<file path="config.mk">
export PLATFORM = sky130hd
export DESIGN_NAME = cache_mem_responder_flat
export DESIGN_NICKNAME = d
export VERILOG_FILES = /design/src/rtl/cpu_types_pkg.sv /design/src/rtl/caches_if.sv /design/src/rtl/cmr_watchdog.sv /design/src/rtl/cache_mem_responder.sv /design/src/flat_wrapper.sv
export SDC_FILE = /design/constraint.sdc
export NUM_CORES = 1
export LEC_CHECK = 0
export ABC_AREA = 1
export CAP_MARGIN = 10
export CORE_AREA = 2 2 103 105
export DETAILED_ROUTE_END_ITERATION = 7
export DIE_AREA = 0 0 105 107
export GPL_TIMING_DRIVEN = 0
export HOLD_SLACK_MARGIN = 0.1
export PLACE_DENSITY = 0.63
export SETUP_SLACK_MARGIN = 0.2
export SYNTH_ARGS = -nofsm -noshare
export SYNTH_HDL_FRONTEND = slang
export SYNTH_HIERARCHICAL = 1
export SYNTH_SLANG_ARGS = --single-unit
</file>
<file path="constraint.sdc">
create_clock -name CLK -period 2.8 [get_ports CLK]
set_input_delay 0.7 -clock CLK [delete_from_list [all_inputs] [get_ports CLK]]
set_output_delay 0.7 -clock CLK [all_outputs]
set_load 0.02 [all_outputs]
</file>
<file path="src/rtl/cpu_types_pkg.sv">
// rtl/cpu_types_pkg.sv - shared RAM/cache types and defaults for the cache memory responder
package cpu_types_pkg;
  typedef logic [31:0] word_t;
  typedef enum logic [1:0] {FREE, BUSY, ACCESS, ERROR} ramstate_t;
  typedef enum logic [1:0] {IDLE, D_ACC, I_ACC} cmr_state_t;
  localparam word_t ERR_WORD_DEFAULT = 32'hBAD1BAD1;
endpackage

</file>
<file path="src/rtl/caches_if.sv">
// rtl/caches_if.sv - icache/dcache request bus plus the shared RAM port seen by the responder
interface caches_if;
  import cpu_types_pkg::*;
  logic      iREN, dREN, dWEN, iwait, dwait, ramREN, ramWEN;
  word_t     iaddr, iload, daddr, dstore, dload, ramaddr, ramstore, ramload;
  ramstate_t ramstate;

  modport slave (
    input  iREN, iaddr, dREN, dWEN, daddr, dstore, ramload, ramstate,
    output iwait, iload, dwait, dload, ramREN, ramWEN, ramaddr, ramstore
  );
  modport master (
    output iREN, iaddr, dREN, dWEN, daddr, dstore,
    input  iwait, iload, dwait, dload
  );
endinterface

</file>
<file path="src/rtl/cmr_watchdog.sv">
// rtl/cmr_watchdog.sv - per-word stall counter; pulses timeout in the last allowed cycle
module cmr_watchdog #(
  parameter int TIMEOUT_CYCLES = 64
) (
  input  logic CLK,
  input  logic nRST,
  input  logic clr,
  input  logic en,
  output logic timeout
);
  localparam int CW = (TIMEOUT_CYCLES > 2) ? $clog2(TIMEOUT_CYCLES) : 1;

  logic [CW-1:0] count;

  always_ff @(posedge CLK or negedge nRST) begin
    if (!nRST)    count <= '0;
    else if (clr) count <= '0;
    else if (en)  count <= count + 1'b1;
  end

  assign timeout = en && (count == CW'(TIMEOUT_CYCLES - 1));
endmodule

</file>
<file path="src/rtl/cache_mem_responder.sv">
// rtl/cache_mem_responder.sv - arbitrates icache/dcache onto one RAM port with dcache burst lock and watchdog
// CMR_RR_EN: round-robin arbitration in IDLE instead of fixed dcache priority
module cache_mem_responder
  import cpu_types_pkg::*;
#(
  parameter int    TIMEOUT_CYCLES = 64,
  parameter word_t ERR_WORD       = ERR_WORD_DEFAULT
) (
  input  logic      CLK,
  input  logic      nRST,
  caches_if.slave   cif,
  output logic      bus_err
);
  cmr_state_t state;
  logic d_req, active, ram_ok, ram_err, timeout, done, fault;
`ifdef CMR_RR_EN
  logic last_grant_i;
`endif

  assign d_req   = cif.dREN | cif.dWEN;
  assign active  = ((state == D_ACC) && d_req) || (state == I_ACC);
  assign ram_ok  = (cif.ramstate == ACCESS);
  assign ram_err = (cif.ramstate == ERROR);
  assign done    = active && (ram_ok || ram_err || timeout);
  assign fault   = active && (ram_err || (timeout && !ram_ok));

  cmr_watchdog #(.TIMEOUT_CYCLES(TIMEOUT_CYCLES)) u_watchdog (
    .CLK     (CLK),
    .nRST    (nRST),
    .clr     (!active || done),
    .en      (active),
    .timeout (timeout)
  );

  always_comb begin
    cif.iwait    = 1'b1;
    cif.dwait    = 1'b1;
    cif.iload    = '0;
    cif.dload    = '0;
    cif.ramREN   = 1'b0;
    cif.ramWEN   = 1'b0;
    cif.ramaddr  = '0;
    cif.ramstore = '0;
    case (state)
      D_ACC: begin
        cif.ramWEN   = cif.dWEN;
        cif.ramREN   = cif.dREN & ~cif.dWEN;
        cif.ramaddr  = cif.daddr;
        cif.ramstore = cif.dstore;
        if (done) begin
          cif.dwait = 1'b0;
          cif.dload = fault ? ERR_WORD : (cif.dWEN ? '0 : cif.ramload);
        end
      end
      I_ACC: begin
        cif.ramREN  = 1'b1;
        cif.ramaddr = cif.iaddr;
        if (done) begin
          cif.iwait = 1'b0;
          cif.iload = fault ? ERR_WORD : cif.ramload;
        end
      end
      default: ;
    endcase
  end

  // A completed D word keeps the grant; the next cycle releases it if the request has dropped.
  always_ff @(posedge CLK or negedge nRST) begin
    if (!nRST) begin
      state   <= IDLE;
      bus_err <= 1'b0;
`ifdef CMR_RR_EN
      last_grant_i <= 1'b1;
`endif
    end else begin
      if (fault) bus_err <= 1'b1;
      case (state)
        IDLE: begin
`ifdef CMR_RR_EN
          if (d_req && (!cif.iREN || last_grant_i)) begin
            state        <= D_ACC;
            last_grant_i <= 1'b0;
          end else if (cif.iREN) begin
            state        <= I_ACC;
            last_grant_i <= 1'b1;
          end
`else
          if (d_req)         state <= D_ACC;
          else if (cif.iREN) state <= I_ACC;
`endif
        end
        D_ACC:   if (!d_req) state <= IDLE;
        I_ACC:   if (done)   state <= IDLE;
        default: state <= IDLE;
      endcase
    end
  end
endmodule

</file>
<file path="src/flat_wrapper.sv">
// flat-port wrapper written by rule: the top's interface ports become plain ports
module cache_mem_responder_flat import cpu_types_pkg::*;
#(
  parameter int    TIMEOUT_CYCLES = 64,
  parameter word_t ERR_WORD       = ERR_WORD_DEFAULT
)
  (CLK, nRST, bus_err, cif_iREN, cif_iaddr, cif_dREN, cif_dWEN, cif_daddr, cif_dstore, cif_ramload, cif_ramstate, cif_iwait, cif_iload, cif_dwait, cif_dload, cif_ramREN, cif_ramWEN, cif_ramaddr, cif_ramstore);
  caches_if cif_i ();
  input  logic CLK;
  input  logic nRST;
  output logic bus_err;
  input wire logic [$bits(cif_i.iREN)-1:0] cif_iREN;
  input wire logic [$bits(cif_i.iaddr)-1:0] cif_iaddr;
  input wire logic [$bits(cif_i.dREN)-1:0] cif_dREN;
  input wire logic [$bits(cif_i.dWEN)-1:0] cif_dWEN;
  input wire logic [$bits(cif_i.daddr)-1:0] cif_daddr;
  input wire logic [$bits(cif_i.dstore)-1:0] cif_dstore;
  input wire logic [$bits(cif_i.ramload)-1:0] cif_ramload;
  input wire logic [$bits(cif_i.ramstate)-1:0] cif_ramstate;
  output wire logic [$bits(cif_i.iwait)-1:0] cif_iwait;
  output wire logic [$bits(cif_i.iload)-1:0] cif_iload;
  output wire logic [$bits(cif_i.dwait)-1:0] cif_dwait;
  output wire logic [$bits(cif_i.dload)-1:0] cif_dload;
  output wire logic [$bits(cif_i.ramREN)-1:0] cif_ramREN;
  output wire logic [$bits(cif_i.ramWEN)-1:0] cif_ramWEN;
  output wire logic [$bits(cif_i.ramaddr)-1:0] cif_ramaddr;
  output wire logic [$bits(cif_i.ramstore)-1:0] cif_ramstore;
  assign cif_i.iREN = cif_iREN;
  assign cif_i.iaddr = cif_iaddr;
  assign cif_i.dREN = cif_dREN;
  assign cif_i.dWEN = cif_dWEN;
  assign cif_i.daddr = cif_daddr;
  assign cif_i.dstore = cif_dstore;
  assign cif_i.ramload = cif_ramload;
  assign cif_i.ramstate = cif_ramstate;
  assign cif_iwait = cif_i.iwait;
  assign cif_iload = cif_i.iload;
  assign cif_dwait = cif_i.dwait;
  assign cif_dload = cif_i.dload;
  assign cif_ramREN = cif_i.ramREN;
  assign cif_ramWEN = cif_i.ramWEN;
  assign cif_ramaddr = cif_i.ramaddr;
  assign cif_ramstore = cif_i.ramstore;
  cache_mem_responder #(.TIMEOUT_CYCLES(TIMEOUT_CYCLES), .ERR_WORD(ERR_WORD)) u_core (.CLK(CLK), .nRST(nRST), .cif(cif_i), .bus_err(bus_err));
endmodule
</file>
==> impl_metrics.csv <==
group,metric,value,unit
outcome,outcome,"finished with violations",
outcome,violations,"setup timing",
yosys,synthArstFlopShare,100,%
hold_path,hold_class,"flop to flop",
global_routing,grt_util_all_layers,20.5,%
place,dp.cells,814,
clock_tree,clock-sinks,9,
final_layout,areaGrowthSynthToFinish,203,%
sta,setup_ws,-165,ps
global_routing,grt_max_degree,11,
yosys,ys_seq_area_share,11.6,%
place,dp_hpwl,9.74,mm
clock_tree,cts_tree,"yes",
clock_tree,clk_latency,240,ps
yosys,syn_inst,411,
sta,slew_headroom,52.8,%
route,finalWirelength,12.6,mm
place,placedInstanceArea,5140,µm²
route,wl_per_cell,14.8,µm
worst_setup_path,worstPathRequired,2100,ps
power_and_ir_drop,p_int,0.00152,W
final_layout,final_cells,847,
place,portBuffers,267,
yosys,synth_edf_count,0,
sta,tightest_slew,709,ps
final_layout,antenna_cells,0,
floorplanning,chipHeight,107,µm
worst_setup_path,crit_path_end_kind,"primary output",
yosys,synth_area_per_cell,4.71,µm²
route,post_drt_via_cell_ratio,4.36,
final_layout,seq_area,228,µm²
sta,hold_violations,0,
yosys,ys_warn_count,6,
global_routing,grt-ovfl-total,0,
final_layout,layout.nets,852,
worst_setup_path,slowest_delay,440,ps
worst_setup_path,worstPathCellList,"inv_2, ha_4, o21ai_4, nand2_4, nand3_2, nor3_2, nor2_2, inv_2, nand2_4, inv_4, buf_6, nand2_8, buf_12, nor2_2, buf_6",
place,gp_congestion,0.870,
yosys,ys_ff_latch,9,
power_and_ir_drop,switching_share,54.4,%
final_layout,multi_input_area,2040,µm²
yosys,postSynthNetCount,551,
floorplanning,io_pins,268,
sta,setup_tns,-8580,ps
final_layout,nFillCells,997,
power_and_ir_drop,power,0.00333,W
power_and_ir_drop,p_leak,2.85,nW
final_layout,post-route-util,58.1,%
sta,finClkSkew,2.04,ps
route,drcViolationCount,0,
floorplanning,core-area,10100,µm²
global_routing,antenna_found_initial,0,
route,drtPass1Iterations,4,
power_and_ir_drop,p_clk_share,4.7,%
worst_setup_path,crit_path_top_delay_cell,"dfrtp_2",
route,vias,3692,
yosys,synth_top_area_cell,"nand2_1",
clock_tree,numCtsBuffers,3,
final_layout,drive_above_1_share,38.1,%
sta,maxSlewViolCount,0,
worst_setup_path,start_kind,"flop",
power_and_ir_drop,comb_power_share,90.1,%
sta,period_needed,2970,ps
clock_tree,cts_buffer_depth,2,
route,drt-initial-drc-count,107,
worst_setup_path,arrival,2270,ps
sta,fmax,337,MHz
power_and_ir_drop,p_per_area,568,nW/µm²
yosys,synth.cell_area,1940,µm²
sta,fin_crit_sh,106,%
global_routing,grt_pass1_wl,18.7,mm
yosys,synth_ff_type,"dfrtp_1",
worst_setup_path,cp_top_family,"buffers and inverters",
floorplanning,dieArea,11200,µm²
yosys,synth_commonest_cells,"nand2_1, nor2_1, a21oi_1, inv_1, nand3_1",
clock_tree,clk_pin_slew,50,ps
yosys,synth_top_area_share,26.6,%
clock_tree,cts_root_buffer,"clkbuf_8",
floorplanning,start_util,19.2,%
clock_tree,ctsHoldBuffers,0,
sta,rsz0062_at_grt,"yes",
yosys,synth_area_leaders,"nand2_1, nor2_1, a21oi_1",
yosys,yosysMostFrequentCell,"nand2_1",
sta,finalSetupViolCount,65,
final_layout,design_area,5860,µm²
worst_setup_path,crit_buf_inv,6,
clock_tree,h-tree-depth,1,
global_routing,grt_pass1_vias,3655,
floorplanning,dieWidth,105,µm
flow_run,maxCapViolCount,0,
route,ant_nets,0,
floorplanning,placementRows,37,
yosys,ys_types,21,
power_and_ir_drop,ir_drop,0.000302,V
power_and_ir_drop,p_seq_share,5.3,%
power_and_ir_drop,power.switching,0.00181,W
worst_setup_path,criticalPathCategory,"flop to primary output",
worst_setup_path,crit_fanout,10,
-- tightest hold or removal path, delay by kind of cell, from the launching register on --
kind	cells	cell delay [ps]
flip-flops	1	340
AND/OR/NAND/NOR	1	50
buffers and inverters	1	40
-- power by group through the flow --
stage | Combinational [W] | Sequential [W] | Clock, W
2_1_floorplan | 0.00148 | 0.000164 | 0
3_3_place_gp | 0.00268 | 0.000168 | 0
3_5_place_dp | 0.00270 | 0.000168 | 0
4_1_cts | 0.00295 | 0.000169 | 0.000158
5_1_grt | 0.00322 | 0.000178 | 0.000168
6_report | 0.00300 | 0.000175 | 0.000156
-- layout by cell type, fill, tap and decap left out, types with 2 or more instances in the layout --
cell	count
a21oi_2	4
clkdlybuf4s15_1	17
o21ai_0	3
ha_1	3
dlymetal6s2s_1	7
buf_12	8
inv_4	2
clkdlybuf4s50_1	133
nand3_1	11
nand4_1	2
inv_2	4
inv_1	49
nor2_1	27
a21oi_1	42
buf_6	66
dlygate4sd2_1	3
clkbuf_2	38
nand3_2	12
buf_16	3
nand2_4	2
nor2_4	54
nand2_1	133
a21oi_4	7
dfrtp_1	7
clkbuf_8	3
nand2_8	2
nor2_2	9
buf_2	10
buf_4	34
ha_4	2
dfrtp_2	2
clkbuf_4	3
-- cells by family after synthesis --
| family | after synthesis | share of synthesized area (%) |
|---|---|---|
| AND/OR/NAND/NOR | 255 | 52.5 |
| buffers and inverters | 84 | 17.5 |
| AO/OA/AOI/OAI | 57 | 14.7 |
| flip-flops | 9 | 11.6 |
| adder cells (fa/ha/maj) | 5 | 3.23 |
| XOR/XNOR | 1 | 0.453 |
-- sequential cells by signal (all words and copies together) (netlist names) --
signal and cells:
u_core/bus_err 1, u_core/u_watchdog/count 6, u_core/state 2
-- metal layers --
metal,routed length [µm],vias to the layer above,part of all wire (%),GRT usage (%)
met5,0,-,0,0
met1,4410,1652,35,20.6
met3,1020,13,8.1,5.17
met4,211,0,1.7,5.24
li1,-,1851,-,-
met2,6920,176,55,41.5
-- worst paths after layout --
check	depth (start not counted)	endpoint	slack [ps]	start
setup / recovery	15	cif_iload[2]	-170	u_core/state[1]
hold / removal	2	u_core/bus_err	460	u_core/bus_err
setup reg to reg	14	u_core/bus_err	750	u_core/state[1]
hold reg to reg	2	u_core/bus_err	460	u_core/bus_err
max in group asynchronous	1	u_core/state[1]	1730	nRST
min in group asynchronous	1	u_core/u_watchdog/count[5]	760	nRST
-- timing repair --
action | 4_1_cts | 5_1_grt
cloned | 5 | 0
pin swaps | 17 | 15
hold endpoints to repair | 0 | 0
buffers inserted | 17 | 7
endpoints found under the setup margin | 132 | 98
gates resized for setup | 546 | 144
-- cell type report --
class	count	area share (%)
clock buffers	4	0.768
inverters	55	3.61
plain buffers	29	5.06
repair buffers	296	49.0
well taps	136	2.90
flip-flops and latches	9	3.88
multi-input cells	318	34.8
-- per-stage QoR --
stage	hold slack, ps	setup WS, ps
floorplan	404	170
global placement	457	-1180
detailed placement	464	-1200
CTS	474	-188
global route	498	-264
finish	463	-165
No activity file was read; power rests on OpenSTA's default activity.
